===== src/rtl/microsequencer_pkg.sv =====
// Shared constants for the microprogrammed control unit: state width, sequencing
// and condition-select encodings, instruction fields and decode target states.
package control_pkg;

    localparam int STATE_W = 7;

    typedef logic [STATE_W-1:0] state_t;

    localparam state_t RESET_STATE = 7'd0;
    localparam state_t FETCH_STATE = 7'd1;

    // Next-state select field N
    typedef enum logic [2:0] {
        N_DECODE  = 3'b000,
        N_FETCH   = 3'b001,
        N_LITERAL = 3'b010,
        N_INC     = 3'b011,
        N_BRANCH  = 3'b100,
        N_WAIT    = 3'b101,
        N_HOLD    = 3'b110,
        N_ZERO    = 3'b111
    } nsel_t;

    // Condition select field S
    typedef enum logic [1:0] {
        S_MOC  = 2'b00,
        S_COND = 2'b01,
        S_ZERO = 2'b10,
        S_NONE = 2'b11
    } csel_t;

    localparam logic [5:0] OP_RTYPE = 6'h00;
    localparam logic [5:0] OP_ADDI  = 6'h08;
    localparam logic [5:0] OP_LW    = 6'h23;
    localparam logic [5:0] OP_SW    = 6'h2B;
    localparam logic [5:0] OP_BEQ   = 6'h04;

    localparam logic [5:0] FN_ADD  = 6'h20;
    localparam logic [5:0] FN_ADDU = 6'h21;
    localparam logic [5:0] FN_SUB  = 6'h22;
    localparam logic [5:0] FN_SUBU = 6'h23;
    localparam logic [5:0] FN_AND  = 6'h24;
    localparam logic [5:0] FN_OR   = 6'h25;

    localparam state_t ST_ADD  = 7'd6;
    localparam state_t ST_ADDU = 7'd17;
    localparam state_t ST_SUB  = 7'd18;
    localparam state_t ST_SUBU = 7'd19;
    localparam state_t ST_AND  = 7'd23;
    localparam state_t ST_OR   = 7'd25;
    localparam state_t ST_ADDI = 7'd16;
    localparam state_t ST_LW   = 7'd7;
    localparam state_t ST_SW   = 7'd13;
    localparam state_t ST_BEQ  = 7'd30;

endpackage


===== src/rtl/microsequencer_if.sv =====
// Microstore-to-sequencer bundle: sequencing fields, status flags and instruction
// fields in one direction, the registered state index in the other.
interface microsequencer_if;
    import control_pkg::*;

    logic [2:0]         N;
    logic [1:0]         S;
    logic               Inv;
    logic [STATE_W-1:0] CR;
    logic               MOC;
    logic               Cond;
    logic               Zero;
    logic [5:0]         opcode;
    logic [5:0]         funct;
    logic [STATE_W-1:0] currentState;

    modport master (
        output N, S, Inv, CR, MOC, Cond, Zero, opcode, funct,
        input  currentState
    );

    modport slave (
        input  N, S, Inv, CR, MOC, Cond, Zero, opcode, funct,
        output currentState
    );

endinterface


===== src/rtl/microsequencer_encoder.sv =====
// Combinational instruction decode: maps opcode/funct to the first microstate of
// that instruction's routine; anything unrecognised goes back to fetch.
module instruction_encoder
    import control_pkg::*;
(
    input  logic [5:0] i_opcode,
    input  logic [5:0] i_funct,
    output state_t     o_state
);

    always_comb begin
        o_state = FETCH_STATE;
        case (i_opcode)
            OP_RTYPE: begin
                case (i_funct)
                    FN_ADD:  o_state = ST_ADD;
                    FN_ADDU: o_state = ST_ADDU;
                    FN_SUB:  o_state = ST_SUB;
                    FN_SUBU: o_state = ST_SUBU;
                    FN_AND:  o_state = ST_AND;
                    FN_OR:   o_state = ST_OR;
                    default: o_state = FETCH_STATE;
                endcase
            end
            OP_ADDI: o_state = ST_ADDI;
            OP_LW:   o_state = ST_LW;
            OP_SW:   o_state = ST_SW;
            OP_BEQ:  o_state = ST_BEQ;
            default: o_state = FETCH_STATE;
        endcase
    end

endmodule


===== src/rtl/microsequencer.sv =====
// Next-state engine: chooses among decode, fetch, literal and increment under
// the microstore's sequencing fields and a selectable, invertible condition.
module microsequencer
    import control_pkg::*;
#(
    parameter int STATE_W = control_pkg::STATE_W
) (
    input  logic             clk,
    input  logic             reset,
    microsequencer_if.slave  bus
);

    logic [STATE_W-1:0] r_state;
    logic [STATE_W-1:0] w_next;
    logic [STATE_W-1:0] w_inc;
    state_t             w_enc;
    logic               w_sel;
    logic               w_cond;
    nsel_t              w_nsel;
    csel_t              w_csel;

    instruction_encoder u_encoder (
        .i_opcode (bus.opcode),
        .i_funct  (bus.funct),
        .o_state  (w_enc)
    );

    assign w_nsel = nsel_t'(bus.N);
    assign w_csel = csel_t'(bus.S);

    always_comb begin
        w_sel = 1'b0;
        case (w_csel)
            S_MOC:   w_sel = bus.MOC;
            S_COND:  w_sel = bus.Cond;
            S_ZERO:  w_sel = bus.Zero;
            default: w_sel = 1'b0;
        endcase
    end

    assign w_cond = w_sel ^ bus.Inv;
    assign w_inc  = r_state + {{(STATE_W-1){1'b0}}, 1'b1};

    // Unknown or reserved selects fall through to the reset state
    always_comb begin
        w_next = RESET_STATE;
        case (w_nsel)
            N_DECODE:  w_next = w_enc;
            N_FETCH:   w_next = FETCH_STATE;
            N_LITERAL: w_next = bus.CR;
            N_INC:     w_next = w_inc;
            N_BRANCH:  w_next = w_cond ? bus.CR : w_inc;
            N_WAIT:    w_next = w_cond ? w_inc : r_state;
            N_HOLD:    w_next = w_cond ? r_state : bus.CR;
            default:   w_next = RESET_STATE;
        endcase
    end

    always_ff @(posedge clk) begin
        if (reset) begin
            r_state <= RESET_STATE;
        end else begin
            r_state <= w_next;
        end
    end

    assign bus.currentState = r_state;

endmodule


===== src/flat_wrapper.sv =====
// flat-port wrapper written by rule: the top's interface ports become plain ports
module microsequencer_flat import control_pkg::*;
#(
    parameter int STATE_W = control_pkg::STATE_W
)
  (clk, reset, bus_N, bus_S, bus_Inv, bus_CR, bus_MOC, bus_Cond, bus_Zero, bus_opcode, bus_funct, bus_currentState);
  microsequencer_if bus_i ();
  input  logic clk;
  input  logic reset;
  input wire logic [$bits(bus_i.N)-1:0] bus_N;
  input wire logic [$bits(bus_i.S)-1:0] bus_S;
  input wire logic [$bits(bus_i.Inv)-1:0] bus_Inv;
  input wire logic [$bits(bus_i.CR)-1:0] bus_CR;
  input wire logic [$bits(bus_i.MOC)-1:0] bus_MOC;
  input wire logic [$bits(bus_i.Cond)-1:0] bus_Cond;
  input wire logic [$bits(bus_i.Zero)-1:0] bus_Zero;
  input wire logic [$bits(bus_i.opcode)-1:0] bus_opcode;
  input wire logic [$bits(bus_i.funct)-1:0] bus_funct;
  output wire logic [$bits(bus_i.currentState)-1:0] bus_currentState;
  assign bus_i.N = bus_N;
  assign bus_i.S = bus_S;
  assign bus_i.Inv = bus_Inv;
  assign bus_i.CR = bus_CR;
  assign bus_i.MOC = bus_MOC;
  assign bus_i.Cond = bus_Cond;
  assign bus_i.Zero = bus_Zero;
  assign bus_i.opcode = bus_opcode;
  assign bus_i.funct = bus_funct;
  assign bus_currentState = bus_i.currentState;
  microsequencer #(.STATE_W(STATE_W)) u_core (.clk(clk), .reset(reset), .bus(bus_i));
endmodule

===== config.mk =====
export PLATFORM = sky130hd
export DESIGN_NAME = microsequencer_flat
export DESIGN_NICKNAME = d
export VERILOG_FILES = /design/src/rtl/microsequencer_pkg.sv /design/src/rtl/microsequencer_if.sv /design/src/rtl/microsequencer_encoder.sv /design/src/rtl/microsequencer.sv /design/src/flat_wrapper.sv
export SDC_FILE = /design/constraint.sdc
export NUM_CORES = 1
export LEC_CHECK = 0
export ABC_CLOCK_PERIOD_IN_PS = 2300
export CAP_MARGIN = 5
export CORE_MARGIN = 1
export CORE_UTILIZATION = 31
export DETAILED_ROUTE_END_ITERATION = 8
export PLACE_DENSITY_LB_ADDON = 0.12
export SLEW_MARGIN = 30
export SYNTH_ARGS = -nofsm -noshare
export SYNTH_HDL_FRONTEND = slang
export SYNTH_SLANG_ARGS = --single-unit

===== constraint.sdc =====
create_clock -name clk -period 2.3 [get_ports clk]
set_clock_uncertainty 0.1 [all_clocks]
set_input_delay 0.575 -clock clk [delete_from_list [all_inputs] [get_ports clk]]
set_output_delay 0.575 -clock clk [all_outputs]
set_load 0.01 [all_outputs]

==> flow_summary.ini <==
[status]
status = complete, no violations

[worst_hold_path]
hp-class = reg -> reg

[sta]
fmax_mhz = 452
worstMarginPinSlew_ns = 0.411
hold_viol = 0
period_needed_ns = 2.21
tns_ns = 0
slew_headroom = 0.722
setup_viol = 0
final.period_utilization = 0.961
rsz0062_at_grt = no
report.final.slew_viol_count = 0

[drt]
ant_nets = 0
routed_wl_mm = 2.87
wire_per_inst_microns = 13.6
drt-pass1-iter-count = 4
drc = 0
drtIter0Drc = 36
vias_per_cell = 5.55
num_vias = 1171

[die]
top_level_ports = 37
core_sq_um = 2730
num_rows = 19
die_w_microns = 55.5
die_h_microns = 55.5
initial_utilization = 0.325
dieArea_sq_um = 3080

[placed_design]
port_buffers = 36
placed_cells_incl_taps = 205
hpwlAfterDp_mm = 2.41
gp_congestion = 0.817

[synthesis]
avgSynthCellArea_sq_um = 7.59
synth.cell_area_sq_um = 888
synth_top_cell_area_share = 0.158
yosysUniqueCellTypes = 48
yosys.area.top_type = dfxtp_1
syn_nets = 148
ys.flop_type = dfxtp_1
ys_ff_latch = 7
netlist_instances = 117
synth_most_common_cell = nand2_1
synth_async_sr_flop_share = 0
synth_common_cells = 11 x nand2_1, 8 x nand3_1, 7 x dfxtp_1, 7 x nor2b_1, 6 x a21oi_1
synth_top_cells_by_area = dfxtp_1 16%, nor2b_1 4.9%, nand2_1 4.6%, nand3_1 4.5%, xnor2_1 3.9%
ys_seq_area_frac = 0.158
yosysWarnings = 0
synth-edff-count = 0

[power_and_ir_drop]
power_leakage_nw = 0.628
vdd_drop_max_mv = 0.207
powerDensity_nw_per_um2 = 327

[run]
maxCapViolCount = 0

[setup_path]
path_max_fanout = 3
critPathRequiredTime_ns = 2.34
path_class = in -> reg
worstPathArrival_ns = 2.25
end_kind = register
worstSetupStartpointType = primary input

[clocking]
cts_max_level = 1
hold_buffers = 0
clockBufferDepth = 2
worst_skew_pair.late_latency_ns = 0.25
root_buffer = clkbuf_4
tritoncts = yes
clock_sinks = 7
numCtsBuffers = 3
clk_pin_slew_ns = 0.05

[cells_and_area]
fin_cells = 211
diodes = 0
multi_input_area_sq_um = 713
area_growth_pct = 69.7
final-seq-area_sq_um = 140
fillers = 273
nets = 212
largest_reg_flops = 7
drive_above_1_share = 0.233

[grt]
grt_usage = 0.201
grt_start_max_net_pins = 13
grt_pass1_vias = 1156
grt_pass1_wl_mm = 4.91
grt.overflow.total = 0
antenna_found_initial = 0
## layer usage
layer	global-route usage	share of wire
met3	0.0351	0.030
met1	0.193	0.39
met2	0.404	0.56
met5	0	0
met4	0.0929	0.019
## layout by cell type, fill, tap and decap left out, drive strengths merged, types with 2 or more instances in the layout
cell and n:
nor2b 7, dfxtp 7, o221a 4, nor2 4, clkbuf 4, nand4 5, o21ai 3, and3 5
a22oi 3, o311ai 2, mux2 2, nand3 8, mux2i 2, buf 28, o32ai 3, o22ai 2
nor3 4, nor3b 3, xor2 4, o221ai 2, a21oi 6, nand2 12, dlymetal6s2s 2, clkdlybuf4s50 33
inv 4, xnor2 4
## area by class of cell
cell class	count	area share
multi-input combinational	101	0.473
sequential	7	0.0929
timing repair buffer	64	0.381
tap	31	0.0257
inverter	4	0.00996
clock buffer	4	0.0174
## through the flow
step	cell area, sq um	setup slack, ns	total power (W)	utilization	hold WS [ns]
6_report	1510	0.0886	0.000493	0.551	0.441
5_1_grt	1510	0.0118	0.000524	0.551	0.477
4_1_cts	1490	0.0141	0.000491	0.544	0.442
3_5_place_dp	1450	-0.366	0.000375	0.530	0.433
3_3_place_gp	1450	-0.295	0.000370	0.530	0.427
2_1_floorplan	888	0.288	0.000244	-	0.445
## worst paths after layout
kind | startpoint | to | slack (ns) | cells past startpoint
worst max-delay path | bus_opcode[0] | u_core.bus.currentState[0] | 0.09 | 5
worst min-delay path | u_core.bus.currentState[5] | u_core.bus.currentState[5] | 0.44 | 1
worst max register to register | u_core.bus.currentState[0] | u_core.bus.currentState[5] | 0.49 | 6
worst min register to register | u_core.bus.currentState[5] | u_core.bus.currentState[5] | 0.44 | 1
## timing repair
action | in CTS | in global routing
endpoints found under the setup margin | 5 | 5
pin swaps | 1 | 4
setup buffers | 0 | 1
cloned | 1 | 0
endpoints found under the hold margin | 0 | 0
resized for setup | 3 | 4
## logic make-up (layout without fill, tap and decap cells)
group,Yosys count,after routing,synth area share
xor+xnor,8,8,0.0789
flops,7,7,0.158
fa+ha+maj,2,2,0.0254
compound gates,33,33,0.290
mux,4,4,0.0521
simple gates,54,54,0.342
buf+inv,9,72,0.0535
## worst max-delay path, cell delays in order
cell	delay, ns
clkdlybuf4s50_1	0.45
or3_1	0.37
o311ai_0	0.42
nand4_1	0.18
a32o_1	0.25
## power by group
part	switching, W	total (W)	leakage (nW)	internal (W)
sequential	0.0000140	0.000144	0.0573	0.000130
combinational	0.0000968	0.000240	0.556	0.000143
clock	0.0000428	0.000109	0.0150	0.0000661
Power figures use the tool's default switching activity.
